===== config.mk =====
export PLATFORM = sky130hd
export DESIGN_NAME = ps2_host_tx
export DESIGN_NICKNAME = d
export VERILOG_FILES = /design/src/rtl/ps2_pkg.sv /design/src/rtl/ps2_sync_edge.sv /design/src/rtl/ps2_host_tx.sv
export SDC_FILE = /design/constraint.sdc
export NUM_CORES = 1
export LEC_CHECK = 0
export CORE_ASPECT_RATIO = 0.8
export CORE_UTILIZATION = 50
export DETAILED_ROUTE_END_ITERATION = 8
export GPL_ROUTABILITY_DRIVEN = 0
export PLACE_DENSITY_LB_ADDON = 0.08
export SKIP_CTS_REPAIR_TIMING = 1
export SLEW_MARGIN = 20
export SYNTH_ARGS = -nofsm -noshare
export SYNTH_HDL_FRONTEND = slang
export SYNTH_SLANG_ARGS = --single-unit

===== constraint.sdc =====
create_clock -name clk -period 4.8 [get_ports clk]
set_input_delay 0.48 -clock clk [delete_from_list [all_inputs] [get_ports clk]]
set_output_delay 0.48 -clock clk [all_outputs]
set_load 0.05 [all_outputs]

===== src/rtl/ps2_pkg.sv =====
// Shared PS/2 types and command constants for the mouse port.
package ps2_pkg;

  typedef enum logic [2:0] {
    IDLE,
    INHIBIT,
    RTS,
    SHIFT,
    ACK,
    WAIT_IDLE
  } ps2_tx_state_t;

  localparam logic [7:0] PS2_CMD_RESET  = 8'hFF;
  localparam logic [7:0] PS2_CMD_ENABLE = 8'hF4;
  localparam logic [7:0] PS2_CMD_STREAM = 8'hEA;

  // PS/2 uses odd parity: the parity bit makes the total count of ones odd.
  function automatic logic odd_parity(input logic [7:0] data);
    return ~^data;
  endfunction

endpackage


===== src/rtl/ps2_sync_edge.sv =====
// Brings one raw PS/2 line into the clk domain and flags its falling edges.
// Shared with the receive path.
module ps2_sync_edge (
  input  logic clk,
  input  logic rst,
  input  logic pin,
  output logic level,
  output logic fall
);

  logic sync_p0;
  logic sync_p1;
  logic edge_p2;

  // Two-flop synchronizer, an edge register, and a registered fall flag.
  // Idle PS/2 lines are high, so the chain resets to 1.
  always_ff @(posedge clk or posedge rst) begin
    if (rst) begin
      sync_p0 <= 1'b1;
      sync_p1 <= 1'b1;
      edge_p2 <= 1'b1;
      fall    <= 1'b0;
    end else begin
      sync_p0 <= pin;
      sync_p1 <= sync_p0;
      edge_p2 <= sync_p1;
      fall    <= edge_p2 & ~sync_p1;
    end
  end

  assign level = sync_p1;

endmodule


===== src/rtl/ps2_host_tx.sv =====
// PS/2 host-to-device transmitter: inhibit, request-to-send, shift out one
// command byte on device clock falls, check the device ACK, with a watchdog.
module ps2_host_tx
  import ps2_pkg::*;
#(
  parameter int CLK_HZ     = 65_000_000,
  parameter int INHIBIT_US = 100,
  parameter int TIMEOUT_US = 2000
) (
  input  logic       clk,
  input  logic       rst,
  input  logic       tx_start,
  input  logic [7:0] tx_data,
  input  logic       ps2_clk_in,
  input  logic       ps2_data_in,
  output logic       ps2_clk_oe,
  output logic       ps2_data_oe,
  output logic       busy,
  output logic       tx_done,
  output logic       tx_err
);

  localparam int INHIBIT_CYC = CLK_HZ / 1_000_000 * INHIBIT_US;
  localparam int TIMEOUT_CYC = CLK_HZ / 1_000_000 * TIMEOUT_US;
  localparam int INH_W       = $clog2(INHIBIT_CYC + 1);
  localparam int WD_W        = $clog2(TIMEOUT_CYC + 1);
  localparam logic [INH_W-1:0] INH_LAST = INH_W'(INHIBIT_CYC - 1);
  localparam logic [WD_W-1:0]  WD_LAST  = WD_W'(TIMEOUT_CYC - 1);

  ps2_tx_state_t    state, state_d;
  logic [9:0]       frame, frame_d;
  logic [3:0]       bit_cnt, bit_cnt_d;
  logic [INH_W-1:0] inh_cnt, inh_cnt_d;
  logic [WD_W-1:0]  wd_cnt, wd_cnt_d;
  logic             data_oe_q, data_oe_d;
  logic             ack_q, ack_d;
  logic             done_q, done_d;
  logic             err_q, err_d;

  logic clk_level;
  logic clk_fall;
  logic data_level;
  logic data_fall_unused;

  ps2_sync_edge u_clk_sync (
    .clk   (clk),
    .rst   (rst),
    .pin   (ps2_clk_in),
    .level (clk_level),
    .fall  (clk_fall)
  );

  // The transmitter only needs the data level; the fall flag serves the receive path.
  ps2_sync_edge u_data_sync (
    .clk   (clk),
    .rst   (rst),
    .pin   (ps2_data_in),
    .level (data_level),
    .fall  (data_fall_unused)
  );

  // State and datapath registers; reset releases both lines immediately.
  always_ff @(posedge clk or posedge rst) begin
    if (rst) begin
      state     <= IDLE;
      frame     <= '0;
      bit_cnt   <= '0;
      inh_cnt   <= '0;
      wd_cnt    <= '0;
      data_oe_q <= 1'b0;
      ack_q     <= 1'b0;
      done_q    <= 1'b0;
      err_q     <= 1'b0;
    end else begin
      state     <= state_d;
      frame     <= frame_d;
      bit_cnt   <= bit_cnt_d;
      inh_cnt   <= inh_cnt_d;
      wd_cnt    <= wd_cnt_d;
      data_oe_q <= data_oe_d;
      ack_q     <= ack_d;
      done_q    <= done_d;
      err_q     <= err_d;
    end
  end

  // Next-state logic: frame sequencing, bit shifting, ACK check and watchdog.
  always_comb begin
    state_d   = state;
    frame_d   = frame;
    bit_cnt_d = bit_cnt;
    inh_cnt_d = inh_cnt;
    wd_cnt_d  = wd_cnt;
    data_oe_d = data_oe_q;
    ack_d     = ack_q;
    done_d    = 1'b0;
    err_d     = 1'b0;

    case (state)
      IDLE: begin
        data_oe_d = 1'b0;
        if (tx_start) begin
          frame_d   = {1'b1, odd_parity(tx_data), tx_data};
          bit_cnt_d = '0;
          inh_cnt_d = '0;
          wd_cnt_d  = '0;
          ack_d     = 1'b0;
          state_d   = INHIBIT;
        end
      end
      INHIBIT: begin
        if (inh_cnt == INH_LAST) begin
          inh_cnt_d = '0;
          state_d   = RTS;
        end else begin
          inh_cnt_d = inh_cnt + 1'b1;
        end
      end
      RTS: begin
        // Start bit: data stays low once the clock is released.
        data_oe_d = 1'b1;
        wd_cnt_d  = '0;
        state_d   = SHIFT;
      end
      SHIFT: begin
        wd_cnt_d = wd_cnt + 1'b1;
        if (clk_fall) begin
          if (bit_cnt == 4'd10) begin
            // 11th fall: the device should be holding data low as ACK.
            ack_d   = data_level;
            state_d = ACK;
          end else begin
            data_oe_d = ~frame[0];
            frame_d   = {1'b0, frame[9:1]};
            bit_cnt_d = bit_cnt + 1'b1;
          end
        end
      end
      ACK: begin
        wd_cnt_d = wd_cnt + 1'b1;
        if (!ack_q) begin
          state_d = WAIT_IDLE;
        end else begin
          err_d   = 1'b1;
          state_d = IDLE;
        end
      end
      WAIT_IDLE: begin
        wd_cnt_d = wd_cnt + 1'b1;
        if (clk_level && data_level) begin
          done_d  = 1'b1;
          state_d = IDLE;
        end
      end
      default: begin
        data_oe_d = 1'b0;
        state_d   = IDLE;
      end
    endcase

    // Watchdog overrides any completion in the same cycle.
    if ((state == SHIFT || state == ACK || state == WAIT_IDLE) && wd_cnt == WD_LAST) begin
      done_d    = 1'b0;
      err_d     = 1'b1;
      data_oe_d = 1'b0;
      state_d   = IDLE;
    end
  end

  assign ps2_clk_oe  = (state == INHIBIT) || (state == RTS);
  assign ps2_data_oe = (state == RTS) || data_oe_q;
  assign busy        = (state != IDLE);
  assign tx_done     = done_q;
  assign tx_err      = err_q;

endmodule


==> summary.md, run 1 <==
| Metric | Value |
|---|---|
| Synthesized area per cell | `9.21 µm²` |
| Hold Slack | `358 ps` |
| Min Tclk post-route | `2600 ps` |
| WL/cell | `14.0 µm` |
| Final setup violation count | `0` |
| Worst Setup Start Kind | `flip-flop` |
| Die Span Y | `70.8 µm` |
| Fin area | `0.00338 mm²` |
| Simple-gate share of the synthesized area | `22.8%` |
| Hold crit path type | `reg -> reg` |
| Synth Area in XOR/XNOR | `6.81%` |
| 1st-pass router iterations | `4` |
| R2R Setup Slk | `2460 ps` |
| Initial antenna violation count | `0` |
| Iter 0 DRT Violations | `99` |
| Starting Density | `53.0%` |
| Yosys Warn Count | `0` |
| Die area | `0.00623 mm²` |
| Least-Margin Pin Slew | `742 ps` |
| Placement Rows | `24` |
| Post-Synthesis Cells | `321` |
| First-pass GRT wire length | `10.3 mm` |
| Cell type with the highest aggregate area in the netlist | `dfrtp_1` |
| Vias | `2313` |
| Clk Latency, worst-skew pair | `340 ps` |
| Peak fanout along the critical path | `16` |
| Placed cell areas | `0.00316 mm²` |
| CTS H-tree depth | `3` |
| Number of synthesized flops with an enable pin | `0` |
| Pin count of the biggest net entering global routing | `58` |
| Bufs on Longest Clock Path | `2` |
| Post-synth top area share | `44.0%` |
| Asr flop ratio synth | `100%` |
| Fmax | `384 MHz` |
| Final hold vios | `0` |
| Vias in the first global route | `2173` |
| Post-synthesis compound-gate area fraction | `16.0%` |
| Vias/cell | `5.48` |
| Slew Viols, Final | `0` |
| TNS Setup | `0 ps` |
| Final clock skew | `5.51 ps` |
| All-Layer GR Usage | `21.8%` |
| CTS clk-pin slew, worst paths | `70 ps` |
| CTS tree | `done` |
| Synth Cell Area | `0.00296 mm²` |
| Die W | `88.0 µm` |
| WP data arrival | `2120 ps` |
| Worst EP required | `4320 ps` |
| Dominant cells by area after synthesis | `dfrtp_1 (44%), nand2_1 (5.5%), o21ai_0 (5.4%), nor2_1 (4.6%), dfstp_2 (4.4%)` |
| Final worst path period share | `54.2%` |
| Post-synthesis adder-cell area fraction | `1.69%` |
| Area grow syn2layout | `14.3%` |
| DRT Wirelength | `5.93 mm` |
| # clock sinks | `57` |
| Total grt overflow | `0` |
| Nets | `356` |
| Power consumption | `1850 µW` |
| Top cells by count, synth | `dfrtp_1 (52), nand2_1 (43), nor2_1 (36)` |
| Critical Path End Type | `output port` |
| Post-DP HPWL | `4.05 mm` |
| Pwr dens | `546 mW/mm²` |
| Antenna viol nets, final | `0` |
| Antenna diodes | `0` |
| Most frequent cell after synthesis | `dfrtp_1` |
| Mux contribution to synthesized area | `1.06%` |
| Maxcap violations | `0` |
| Synth Flop Type | `dfrtp_1` |
| Total CTS buffers | `9` |
| Clock Root Buffer | `clkbuf_8` |
| Distinct cell type count after synthesis | `50` |
| Layout cells sized above 1 | `8.43%` |
| Core ar. | `0.00559 mm²` |
| DRC viols | `0` |
| Leak Pwr | `0.00146 µW` |
| Synth Register Bits | `57` |
| Post-synthesis net count | `338` |
| Ports | `18` |
| Setup Crit Path Kind | `reg -> out` |
| Post-synthesis sequential area ratio | `48.4%` |
| Unrepaired setup endpoints after global routing | `false` |
| Peak supply drop | `0.281 mV` |
| Slew Limit Headroom | `50.3%` |
| Main combinational cell family by area after synthesis | `simple AND/OR/NAND/NOR gates` |
| I/O Buffers | `17` |
| Outcome | `completed` |
| Filler instances | `504` |
routing by layer:
layer  vias up  GRT usage (%)  part of all wire, %  routed length (µm)
li1       1170              -                    -                   -
met1      1091           32.4                   54                3170
met2        44           29.3                   41                2430
met3         8           6.65                  4.0                 235
met4         0           8.93                  1.5                  87
met5         -              0                    0                   0
per-stage QoR:
step                std cells  utilization, %  setup slack (ps)
CTS                       422            60.6              2170
finish                    422            60.6              2200
global route              422            60.6              2090
floorplan                 321               -              2830
global placement          406            56.6              2420
detailed placement        406            56.6              2430
final cells by class:
class / instances / area, µm² / area share [%]
Clock inverter: 7 / 95.1 / 2.81
Sequential cell: 57 / 1430 / 42.4
Timing Repair Buffer: 18 / 178 / 5.25
Clock buffer: 9 / 124 / 3.66
Tap cell: 78 / 97.6 / 2.89
Multi-Input combinational cell: 246 / 1430 / 42.2
Inverter: 7 / 26.3 / 0.777
final timing paths:
kind                                                     from                           to  cells past startpoint
worst max register to register           state[0]$_DFFE_PP0P_       bit_cnt[0]$_DFFE_PP0P_                      5
max in group asynchronous                                 rst       inh_cnt[0]$_DFFE_PP0P_                      3
min in group asynchronous                                 rst             tx_err$_DFF_PP0_                      3
worst min-delay path            u_data_sync.sync_p0$_DFF_PP1_  u_data_sync.level$_DFF_PP1_                      0
worst min register to register  u_data_sync.sync_p0$_DFF_PP1_  u_data_sync.level$_DFF_PP1_                      0
worst max-delay path                     state[2]$_DFFE_PP0P_                  ps2_data_oe                      3
registers in the layout (all words and copies together) (netlist names), 3 cells and up:
register	flops
state	3
inh_cnt	13
wd_cnt	17
frame	10
bit_cnt	4
report_power, final:
part	switching, µW	total (µW)	internal [µW]
clock network	199	489	290
registers	115	706	592
logic	414	651	237
cells in the final DEF, fill, tap and decap left out, drive strengths merged, types with 3 or more instances in the layout:
cell / netlist / routed
clkinvlp: 0 / 4
nor4: 4 / 4
nand2b: 5 / 5
nand4: 6 / 6
xnor2: 9 / 9
nor3: 3 / 3
and4: 3 / 3
a22o: 3 / 3
a21oi: 17 / 17
nor2: 36 / 36
nand2: 43 / 43
xor2: 14 / 14
and2: 4 / 4
dfrtp: 52 / 52
clkbuf: 5 / 9
ha: 4 / 4
o31ai: 5 / 5
o21ai: 34 / 34
inv: 7 / 7
clkdlybuf4s50: 0 / 17
nand3: 18 / 18
dfstp: 5 / 5
and3: 6 / 6
a21o: 5 / 5
cells by family after synthesis:
logic type | after synthesis
AOI/OAI and AO/OA | 77
xor gates and xnor gates | 23
adders and majority gates | 4
buffers and inverters | 18
DFF | 57
muxes | 3
and+or+nand+nor | 139
worst max-delay path, stage by stage, from the launching register on:
cell	delay, ps
dfrtp_1	530
nand2b_1	240
o21bai_1	180
clkdlybuf4s50_1	830
Power figures use the tool's default switching activity.
==> inputs of run 2 (changes only) <==
- clock period: 4.8 -> 2.6 ns (I/O delays scaled with it)
==> summary.md, run 2 (synthesized netlist as in run 1, its figures left out) <==
| Metric | Value |
|---|---|
| Layout cells sized above 1 | `9.43% (+1.0 points)` |
| Antenna viol nets, final | `0 (unchanged)` |
| Fmax | `425 MHz` |
| First-pass GRT wire length | `10.4 mm (+1.1%)` |
| Placement Rows | `24 (unchanged)` |
| Iter 0 DRT Violations | `153 (+55%)` |
| Final clock skew | `8.54 ps (+3.04 ps)` |
| Slew Limit Headroom | `50.9% (+0.57 points)` |
| Min Tclk post-route | `2350 ps` |
| Peak supply drop | `0.427 mV (+52%)` |
| Reg with most FFs | `wd_cnt` |
| Vias/cell | `5.42 (-1.1%)` |
| Initial antenna violation count | `0 (unchanged)` |
| Max reg flops | `17 (unchanged)` |
| TNS Setup | `0 ps (unchanged)` |
| DRC viols | `0 (unchanged)` |
| Starting Density | `53.0% (unchanged)` |
| 1st-pass router iterations | `4 (unchanged)` |
| Clock Root Buffer | `clkbuf_8` |
| # clock sinks | `57 (unchanged)` |
| Placed cells | `412 (+1.5%)` |
| Max incr delay on CP | `830 ps (about the same)` |
| Least-Margin Pin Slew | `734 ps (-8.50 ps)` |
| I/O Buffers | `17 (unchanged)` |
| Non-Filler Instances | `428 (+1.4%)` |
| Worst Setup Start Kind | `flip-flop` |
| Ports | `18 (unchanged)` |
| Pwr dens | `1010 mW/mm² (+86%)` |
| Unrepaired setup endpoints after global routing | `false` |
| Pin count of the biggest net entering global routing | `31 (-47%)` |
| CTS clk-pin slew, worst paths | `60 ps (about the same)` |
| Final setup violation count | `0 (unchanged)` |
| Peak fanout along the critical path | `16 (unchanged)` |
| Die area | `0.00623 mm² (unchanged)` |
| Critical Path End Type | `output port` |
| Outcome | `completed` |
| Core ar. | `0.00559 mm² (unchanged)` |
| Hold crit path type | `in -> async` |
| Antenna diodes | `0 (unchanged)` |
| CTS tree | `done` |
| Nets | `362 (+1.7%)` |
| Final worst path period share | `90.5%` |
| Total CTS buffers | `9 (unchanged)` |
| Vias in the first global route | `2198 (+1.2%)` |
| Final Util | `61.8% (+1.3 points)` |
| Slowest cell on the critical path | `clkdlybuf4s50_1` |
| Die W | `88.0 µm (unchanged)` |
| CTS H-tree depth | `3 (unchanged)` |
| Post-DP HPWL | `4.20 mm (+3.5%)` |
| Clk Latency, worst-skew pair | `330 ps (about the same)` |
| Worst EP required | `2340 ps (-1980 ps)` |
| Setup Crit Path Kind | `reg -> out` |
| Leak Pwr | `0.00151 µW (+3.7%)` |
| Maxcap violations | `0 (unchanged)` |
| WL/cell | `13.8 µm (-1.8%)` |
| Crit-path cells | `nand2b_1 -> o21bai_1 -> clkdlybuf4s50_1` |
| Vias | `2319 (+0.26%)` |
| Commonest non-fill, non-tap cell in the layout | `dfrtp_1` |
| Slew Viols, Final | `0 (unchanged)` |
| All-Layer GR Usage | `22.3% (+0.47 points)` |
| WP data arrival | `2090 ps (-30 ps)` |
| Largest regs | `wd_cnt x17, inh_cnt x13, frame x10` |
| Die Span Y | `70.8 µm (unchanged)` |
| Bufs on Longest Clock Path | `2 (unchanged)` |
| Commonest cells after routing, fill and taps aside | `dfrtp_1 (52), nand2_1 (43), nor2_1 (36)` |
| Total grt overflow | `0 (unchanged)` |
| Final hold vios | `0 (unchanged)` |
| DRT Wirelength | `5.90 mm (-0.41%)` |
| Area grow syn2layout | `16.8%` |
-- run 2: cell count changes in the layout (fill, tap and decap cells not counted) --
cell and change:
clkinv_2 -1, clkbuf_8 +3, clkinvlp_4 -4, buf_12 +1, clkbuf_1 +2, buf_4 +5
-- run 2: worst max-delay path: cells and delay by family, from the launching register on --
family	cells	cell delay, ps
AO/OA/AOI/OAI	1	180
AND/OR/NAND/NOR	1	230
buffers and inverters	1	830
flip-flops	1	530
-- run 2: cell type report --
class                   count  area, µm²
clock buffers              14        173
fillers                   488       2130
multi-input cells         246       1430
clock inverters             2       60.1
inverters                   7       26.3
repair buffers             24        235
well taps                  78       97.6
flip-flops and latches     57       1430
-- run 2: per-layer routing --
layer  vias up  track usage, %  wire, µm
met5         -               0         0
met2        59            30.9      2510
met1      1078            32.5      3000
met4         0            10.2        89
li1       1174               -         -
met3         8            5.83       309
-- run 2: metrics by stage --
| step | worst slack [ps] | area (µm²) | hold WS [ps] | power, µW |
|---|---|---|---|---|
| final | 247 | 3450 | 320 | 3500 |
| after global routing | 133 | 3450 | 316 | 3780 |
| after CTS | 215 | 3450 | 312 | 3540 |
| after detailed placement | 418 | 3220 | 348 | 2570 |
| after global placement | 470 | 3220 | 346 | 2550 |
| after floorplan | 718 | 2960 | 264 | 2260 |
-- run 2: worst paths after layout --
path,from,endpoint,slack (ps),cells after the start
min,rst,bit_cnt[2]$_DFFE_PP0P_,320,2
min in group clk,ps2_data_in,u_data_sync.sync_p0$_DFF_PP1_,340,1
max,state[2]$_DFFE_PP0P_,ps2_data_oe,250,3
max reg2reg,inh_cnt[2]$_DFFE_PP0P_,inh_cnt[4]$_DFFE_PP0P_,390,5
min reg2reg,u_data_sync.sync_p0$_DFF_PP1_,u_data_sync.level$_DFF_PP1_,360,0
max in group asynchronous,rst,u_clk_sync.edge_p2$_DFF_PP1_,1650,3
-- run 2: power by group --
| group | internal [µW] | switching [µW] |
|---|---|---|
| clock network | 619 | 334 |
| logic | 477 | 765 |
| registers | 1090 | 214 |
| total | 2190 | 1310 |
